File: src/rtl/lzd_norm_seq.sv
// Iterative mantissa normalizer: shifts left CHUNK bits per cycle until the MSB is set.
// Define LZD_NORM_DENORM_EN to clamp the shift at exponent zero and report denormals.
module lzd_norm_seq #(
  parameter int WIDTH = 24,
  parameter int CHUNK = 4,
  parameter int EXP_W = 8,
  parameter int LZC_W = $clog2(WIDTH+1)
) (
  input  logic             clk,
  input  logic             rst_n,
  input  logic             in_valid,
  output logic             in_ready,
  input  logic [WIDTH-1:0] src,
  input  logic [EXP_W-1:0] exp_in,
  output logic             out_valid,
  input  logic             out_ready,
  output logic [WIDTH-1:0] dst,
  output logic [EXP_W-1:0] exp_out,
  output logic [LZC_W-1:0] lzc,
  output logic             zero,
  output logic             denorm
);
  localparam int ZW = $clog2(CHUNK+1);

  typedef enum logic [1:0] {IDLE, NORM, DONE} state_t;

  state_t           state_q;
  logic [WIDTH-1:0] m_q, m_d;
  logic [EXP_W-1:0] e_q, e_d;
  logic [LZC_W-1:0] cnt_q, cnt_d;
  logic             zsrc_q;
  logic [WIDTH-1:0] dst_q;
  logic [EXP_W-1:0] exp_q;
  logic [LZC_W-1:0] lzc_q;
  logic             zero_q, denorm_q;

  logic [CHUNK-1:0] chunk;
  logic [ZW-1:0]    z, s;
  logic             clamp, fin;

  assign chunk = m_q[WIDTH-1 -: CHUNK];

  // Highest set bit wins because the loop walks upward and overwrites.
  always_comb begin
    z = ZW'(CHUNK);
    for (int i = 0; i < CHUNK; i++)
      if (chunk[i]) z = ZW'(CHUNK-1-i);
  end

`ifdef LZD_NORM_DENORM_EN
  assign clamp = (EXP_W'(z) > e_q);
  assign s     = clamp ? ZW'(e_q) : z;
`else
  assign clamp = 1'b0;
  assign s     = z;
`endif

  // An all-zero chunk means more zeros may follow; anything else ends the search.
  assign fin   = (z != ZW'(CHUNK)) || clamp;
  assign m_d   = m_q << s;
  assign e_d   = e_q - EXP_W'(s);
  assign cnt_d = cnt_q + LZC_W'(s);

  always_ff @(posedge clk) begin
    if (!rst_n) begin
      state_q  <= IDLE;
      m_q      <= '0;
      e_q      <= '0;
      cnt_q    <= '0;
      zsrc_q   <= 1'b0;
      dst_q    <= '0;
      exp_q    <= '0;
      lzc_q    <= '0;
      zero_q   <= 1'b0;
      denorm_q <= 1'b0;
    end else begin
      case (state_q)
        IDLE: begin
          if (in_valid) begin
            m_q     <= src;
            e_q     <= exp_in;
            cnt_q   <= '0;
            zsrc_q  <= (src == '0);
            state_q <= NORM;
          end
        end
        NORM: begin
          // A zero mantissa spends its single cycle here without shifting.
          if (zsrc_q) begin
            dst_q    <= '0;
            exp_q    <= '0;
            lzc_q    <= LZC_W'(WIDTH);
            zero_q   <= 1'b1;
            denorm_q <= 1'b0;
            state_q  <= DONE;
          end else begin
            m_q   <= m_d;
            e_q   <= e_d;
            cnt_q <= cnt_d;
            if (fin) begin
              dst_q    <= m_d;
              exp_q    <= e_d;
              lzc_q    <= cnt_d;
              zero_q   <= 1'b0;
              denorm_q <= clamp;
              state_q  <= DONE;
            end
          end
        end
        DONE: begin
          if (out_ready) state_q <= IDLE;
        end
        default: state_q <= IDLE;
      endcase
    end
  end

  assign in_ready  = rst_n && (state_q == IDLE);
  assign out_valid = (state_q == DONE);
  assign dst       = dst_q;
  assign exp_out   = exp_q;
  assign lzc       = lzc_q;
  assign zero      = zero_q;
  assign denorm    = denorm_q;

endmodule

File: config.mk
export PLATFORM = sky130hd
export DESIGN_NAME = lzd_norm_seq
export DESIGN_NICKNAME = d
export VERILOG_FILES = /design/src/rtl/lzd_norm_seq.sv
export SDC_FILE = /design/constraint.sdc
export NUM_CORES = 1
export LEC_CHECK = 0
export CORE_ASPECT_RATIO = 1.1
export CORE_MARGIN = 2
export CORE_UTILIZATION = 64
export CTS_BUF_LIST = sky130_fd_sc_hd__clkbuf_16
export CTS_CLUSTER_DIAMETER = 120
export DETAILED_ROUTE_END_ITERATION = 16
export DONT_BUFFER_PORTS = 1
export HOLD_SLACK_MARGIN = 0.03
export PLACE_DENSITY = 0.87
export SYNTH_ARGS = -nofsm -noshare
export SYNTH_HDL_FRONTEND = slang
export SYNTH_SLANG_ARGS = --single-unit
export TNS_END_PERCENT = 1
File: constraint.sdc
create_clock -name clk -period 2.9 [get_ports clk]
set_clock_uncertainty 0.05 [all_clocks]
set_input_delay 0.29 -clock clk [delete_from_list [all_inputs] [get_ports clk]]
set_output_delay 0.29 -clock clk [all_outputs]
set_load 0.005 [all_outputs]
==> run_results.csv, run 1 <==
group,metric,value,unit
synth,syn_inst,524,
global_routing,antenna_found_initial,0,
timing,period_minus_slack,2.569,ns
synth,postSynthAreaPerCell,8.660,µm²
timing,hold_viol,0,
synth,synth_nets,569,
placed_design,io_buffers,0,
finish,fill_cells,510,
placed_design,placed_area,0.004581,mm²
worst_hold_path,hold_path.class,"primary input to register",
clock_network,cts_setup_buffers,0,
synth,synth_area_leaders,"dfxtp_1 (34%), o21ai_0 (6.2%), mux4_2 (6.0%)",
finish,fin_nets,556,
critical_path,ff2ff_setup_slack,0.33,ns
die,die_w,84.29,µm
outcome,run_status,"complete, no violations",
finish,diodes,0,
power,power,0.003757,W
route,viasPerCell,7.103,
power,vdd_drop_max,0.0004619,V
synth,synth_top_area_cell,"dfxtp_1",
finish,regArea,0.001563,mm²
timing,rsz0062_at_grt,"no",
route,drt_first_pass_iters,6,
global_routing,grt_first_pass_wirelength,21120,µm
finish,multi_input_area,0.002736,mm²
synth,yosysMostFrequentCell,"dfxtp_1",
critical_path,start_kind,"register",
synth,async_flop_share,0,%
critical_path,critPathMaxFanout,14,
global_routing,grt_pass1_vias,4221,
timing,fmax,389.3,MHz
run,max-cap-violations,0,
route,drt_wl_total,13050,µm
timing,setup_viol,0,
clock_network,clkSinkCount,78,
critical_path,required,3.09,ns
critical_path,r2r_start,"m_q[23]$_SDFFE_PN0P_",
clock_network,numCtsBuffers,9,
clock_network,insertion_delay,0.34,ns
power,p_switching,0.001411,W
placed_design,place_hpwl,8683,µm
clock_network,cts_tree,"yes",
finish,final_util,70.27,%
clock_network,cts.htree.levels,3,
synth,synthFlopType,"dfxtp_1",
power,swShare,37.55,%
timing,max_slew_margin,32.77,%
clock_network,cts.reportedPaths.clkPinSlew,0.06,ns
route,wire_per_inst,21.74,µm
clock_network,root_buffer,"clkbuf_16",
timing,setup_tns,0,ns
synth,synth_commonest_cells,"dfxtp_1 (78), o21ai_0 (56), nand2_1 (49)",
timing,hold_slack,0.03727,ns
worst_hold_path,hold_start,"rst_n",
global_routing,gr-total-overflow,0,
critical_path,crit_type,"register to register",
power,p_seq_share,37.0,%
synth,syn_area,0.004538,mm²
timing,worstMarginPinSlew,1.007,ns
power,clkPwrFrac,27.6,%
worst_hold_path,holdPathStages,2,
die,die_h,92.32,µm
critical_path,worstPathArrival,2.76,ns
synth,ys_ff_latch,78,
route,ant_nets,0,
finish,design_area,0.004867,mm²
critical_path,end_kind,"register",
die,io_pins,77,
critical_path,r2r-end,"lzc[4]$_SDFFE_PN0P_",
die,initial_core_util,65.52,%
synth,yosysWarnings,0,
power,p_int,0.002347,W
route,post-route-drc-count,0,
worst_hold_path,hold_path_end,"m_q[7]$_SDFFE_PN0P_",
timing,finalMaxSlewViolations,0,
route,drt_iter0_drc,422,
placed_design,place_congestion,0.9386,
die,die_area,0.007781,mm²
power,powerDensity,772.0,mW/mm²
clock_network,cts_max_path_buffers,2,
synth,netlist-cell-type-count,60,
synth,synth_top_area_share,34.41,%
power,leakage,1.838,nW
die,core,0.006927,mm²
power,pwr-share-comb,35.4,%
synth,synth-edff-count,0,
die,row_count,32,
global_routing,globalRouteTotalUtil,34.58,%
global_routing,grt_max_degree,69,
finish,drive_gt1_share,13.79,%
critical_path,reg2reg_depth,7,
route,vias,4262,
timing,min_period_over_period,88.58,%
synth,ys_seq_area_share,34.41,%
finish,area_growth,7.251,%
==> flip-flops by register name, summed over array words and instances (netlist names) <==
register,count
zsrc_q,1
state_q,2
dst,24
cnt_q,5
exp_out,8
e_q,8
zero,1
lzc,5
m_q,24
==> power groups by stage <==
stage	combinational, W	clock [W]	sequential [W]
2_1_floorplan	0.00106	0	0.00132
3_3_place_gp	0.00125	0	0.00139
3_5_place_dp	0.00129	0	0.00140
4_1_cts	0.00131	0.00104	0.00138
5_1_grt	0.00146	0.00108	0.00141
6_report	0.00133	0.00104	0.00139
==> worst max-delay path: stages, from the launching register on <==
cell and delay [ns]:
dfxtp_1 0.45, nor4_4 0.63, ha_1 0.38, nor2b_1 0.14, o21ai_0 0.19, xor2_1 0.23
a21oi_1 0.10, o221a_2 0.28
==> timing repair <==
action,in CTS,in global routing
hold endpoints to repair,15,1
endpoints found under the setup margin,0,1
hold buffers,1,1
gates resized for setup,0,1
==> final cells by class <==
type	count	share of cell area [%]
sequential	78	32.11
tap	85	2.185
timing repair buffer	20	3.188
multi-input combinational	391	56.22
clock inverter	6	0.8226
inverter	11	0.8483
clock buffer	9	4.627
==> placed cells by master (no fill, tap or decap), drive strengths merged, types with 3 or more instances in the layout <==
cell / netlist / layout
clkinv: 0 / 4
nor3: 6 / 6
o21a: 7 / 7
a21o: 3 / 3
or3: 3 / 3
nor2b: 39 / 39
o211a: 5 / 5
xnor2: 5 / 5
nand3: 6 / 6
clkbuf: 27 / 9
inv: 11 / 13
o21ai: 59 / 59
buf: 17 / 18
o221ai: 3 / 3
a211o: 3 / 3
xor2: 3 / 3
mux2: 9 / 9
dfxtp: 78 / 78
o31ai: 8 / 8
nor4: 7 / 7
nand2b: 4 / 4
nor2: 34 / 34
a22oi: 26 / 26
a21oi: 26 / 26
nand2: 50 / 50
a21boi: 8 / 8
a221oi: 15 / 15
and2: 9 / 9
nor3b: 9 / 9
ha: 7 / 7
mux4: 12 / 12
==> stage by stage <==
step / instances / worst slack (ns)
3_3_place_gp: 583 / 0.3913
5_1_grt: 600 / 0.1164
3_5_place_dp: 583 / 0.2576
6_report: 600 / 0.3313
4_1_cts: 599 / 0.2473
2_1_floorplan: 524 / 0.2571
==> logic make-up after synthesis <==
group,count (synthesis),share of synthesized area [%]
simple gates,172,20.04
fa+ha+maj,9,2.812
xor+xnor,8,1.544
other cells,1,0.08263
buf+inv,55,5.376
flops,78,34.41
compound gates,178,27.10
mux,23,8.630
==> layer usage <==
layer | GRT usage [%] | routed length [µm]
met1 | 41.06 | 4722
met2 | 56.15 | 6332
met3 | 8.467 | 1344
met4 | 21.51 | 646
met5 | 0 | 0
==> worst max path at each step <==
stage                                     from                  end  slack (ns)  cells after the start
after floorplan           m_q[21]$_SDFFE_PN0P_  e_q[6]$_SDFFE_PN0P_        0.26                     12
after detailed placement  m_q[20]$_SDFFE_PN0P_  lzc[4]$_SDFFE_PN0P_        0.26                     11
after CTS                 m_q[20]$_SDFFE_PN0P_  lzc[4]$_SDFFE_PN0P_        0.25                     11
after global routing      m_q[23]$_SDFFE_PN0P_  lzc[4]$_SDFFE_PN0P_        0.12                      7
final                     m_q[23]$_SDFFE_PN0P_  lzc[4]$_SDFFE_PN0P_        0.33                      7
after global placement    m_q[20]$_SDFFE_PN0P_  lzc[4]$_SDFFE_PN0P_        0.39                     11
Power figures use the tool's default switching activity.
==> inputs of run 2 (changes only) <==
- GPL_TIMING_DRIVEN: default -> 0
==> run_results.csv, run 2 (synthesis gave the netlist of run 1 again) <==
group,metric,value,unit
outcome,run_status,"complete, no violations",
global_routing,grt_pass1_vias,4325,
placed_design,place_congestion,0.9813,
timing,hold_viol,0,
run,max-cap-violations,0,
clock_network,cts_max_path_buffers,2,
clock_network,cts.reportedPaths.clkPinSlew,0.06,ns
finish,final_cell_mix,"dfxtp_1 (78), o21ai_0 (56), nand2_1 (49)",
route,drt_iter0_drc,574,
timing,setup_viol,0,
clock_network,cts_tree,"yes",
clock_network,numCtsBuffers,9,
critical_path,critPathTopFamily,"buffers and inverters",
critical_path,worstPathArrival,2.99,ns
timing,finalMaxSlewViolations,0,
critical_path,critPathMaxFanout,19,
finish,final_common_cell,"dfxtp_1",
worst_hold_path,hold_path.class,"primary input to register",
route,ant_nets,0,
route,post-route-drc-count,0,
route,vias,4456,
die,initial_core_util,65.52,%
die,die_h,92.32,µm
critical_path,required,3.08,ns
timing,worstMarginPinSlew,0.6639,ns
die,core,0.006927,mm²
finish,fill_cells,519,
critical_path,cp.depth,13,
route,drt_wl_total,14490,µm
power,leakage,1.881,nW
route,drt_first_pass_iters,6,
finish,regArea,0.001562,mm²
global_routing,grt_max_degree,20,
critical_path,start_kind,"register",
critical_path,crit_slowest_cell,"dfxtp_1",
die,die_w,84.29,µm
global_routing,grt_first_pass_wirelength,22670,µm
power,vdd_drop_max,0.0005199,V
critical_path,end_kind,"register",
timing,postLayoutSetupSlackWorst,0.08682,ns
global_routing,antenna_found_initial,1,
die,io_pins,77,
die,row_count,32,
placed_design,pre_cts_ws,-0.2040,ns
route,wire_per_inst,22.92,µm
die,die_area,0.007781,mm²
timing,rsz0062_at_grt,"no",
clock_network,insertion_delay,0.34,ns
critical_path,cp_cell_sequence,"buf_2 -> inv_1 -> o21ai_4 -> buf_8 -> inv_1 -> ha_1 -> inv_1 -> fa_1 -> nor2b_1 -> o21ai_0 -> xor2_1 -> a21oi_1 -> o221a_2",
critical_path,critical_path.max_stage_delay,0.30,ns
timing,min_period_over_period,97.01,%
critical_path,reg2reg_depth,13,
clock_network,clkSinkCount,78,
finish,fin_nets,586,
placed_design,place_hpwl,10290,µm
finish,drive_gt1_share,13.92,%
power,power,0.003882,W
clock_network,cts.htree.levels,3,
finish,multi_input_area,0.002736,mm²
global_routing,globalRouteTotalUtil,37.78,%
finish,area_growth,9.733,%
timing,period_minus_slack,2.813,ns
power,powerDensity,779.5,mW/mm²
critical_path,crit_type,"register to register",
critical_path,crit_top_cell,"inv_1",
critical_path,path_buf_inv,5,
clock_network,root_buffer,"clkbuf_16",
worst_hold_path,holdPathStages,2,
timing,hold_slack,0.09227,ns
global_routing,gr-total-overflow,0,
route,viasPerCell,7.051,
timing,fmax,355.5,MHz
timing,max_slew_margin,55.74,%
placed_design,io_buffers,0,
[run 2: cell types whose count changed in the layout (fill, tap and decap cells not counted), moves of 2 or more]
| cell | before | now |
|---|---|---|
| dlygate4sd3_1 | 2 | 0 |
| clkbuf_1 | 0 | 27 |
| clkinvlp_4 | 0 | 2 |
| buf_2 | 0 | 10 |
| buf_4 | 18 | 12 |
[run 2: worst register-to-register path, delay by kind of cell (launching register included)]
family	cells	cell delay, ns
adders and majority gates	2	0.42
buffers and inverters	5	0.89
xor gates and xnor gates	1	0.24
and+or+nand+nor	1	0.06
AOI/OAI and AO/OA	4	0.77
DFF	1	0.30
[run 2: worst paths after layout]
kind | start | endpoint | slack (ns)
worst max-delay path | m_q[23]$_SDFFE_PN0P_ | lzc[4]$_SDFFE_PN0P_ | 0.09
worst min-delay path | out_ready | state_q[1]$_SDFFE_PN0P_ | 0.09
worst max register to register | m_q[23]$_SDFFE_PN0P_ | lzc[4]$_SDFFE_PN0P_ | 0.09
worst min register to register | exp_out[3]$_SDFFE_PN0P_ | exp_out[3]$_SDFFE_PN0P_ | 0.44
[run 2: layout make-up]
class	count	share of cell area, %
Clock buffer	9	4.523
Sequential cell	78	31.36
Buffer	43	4.095
Tap cell	85	2.136
Antenna cell	1	0.05025
Inverter	11	0.8291
Clock inverter	7	1.005
Multi-Input combinational cell	391	54.95
Timing Repair Buffer	7	1.055
[run 2: timing repair]
| action | 4_1_cts | 5_1_grt |
|---|---|---|
| hold buffers | 0 | 0 |
| pin swaps | 0 | 2 |
| endpoints found under the setup margin | 9 | 7 |
| setup buffers | 0 | 7 |
| resized for setup | 1 | 2 |
| gates cloned | 0 | 0 |
[run 2: stage by stage]
stage,instances,area (µm²),setup TNS [ns],util [%]
floorplan,524,4538,0,-
global placement,609,4644,-0.4891,67.05
detailed placement,609,4644,-0.9460,67.05
CTS,624,4917,0,70.99
global route,632,4980,0,71.89
finish,632,4980,0,71.89
[run 2: layer usage]
metal / vias up / track usage [%] / share of wire, %
met5: - / 0 / 0
met4: 0 / 24.19 / 5.5
met3: 72 / 9.180 / 11
met2: 336 / 61.51 / 47
met1: 2096 / 44.48 / 36
li1: 1952 / - / -
[run 2: power by group]
group          internal (W)  switching, W
Sequential          0.00120      0.000149
Clock              0.000580      0.000469
Combinational      0.000598      0.000882
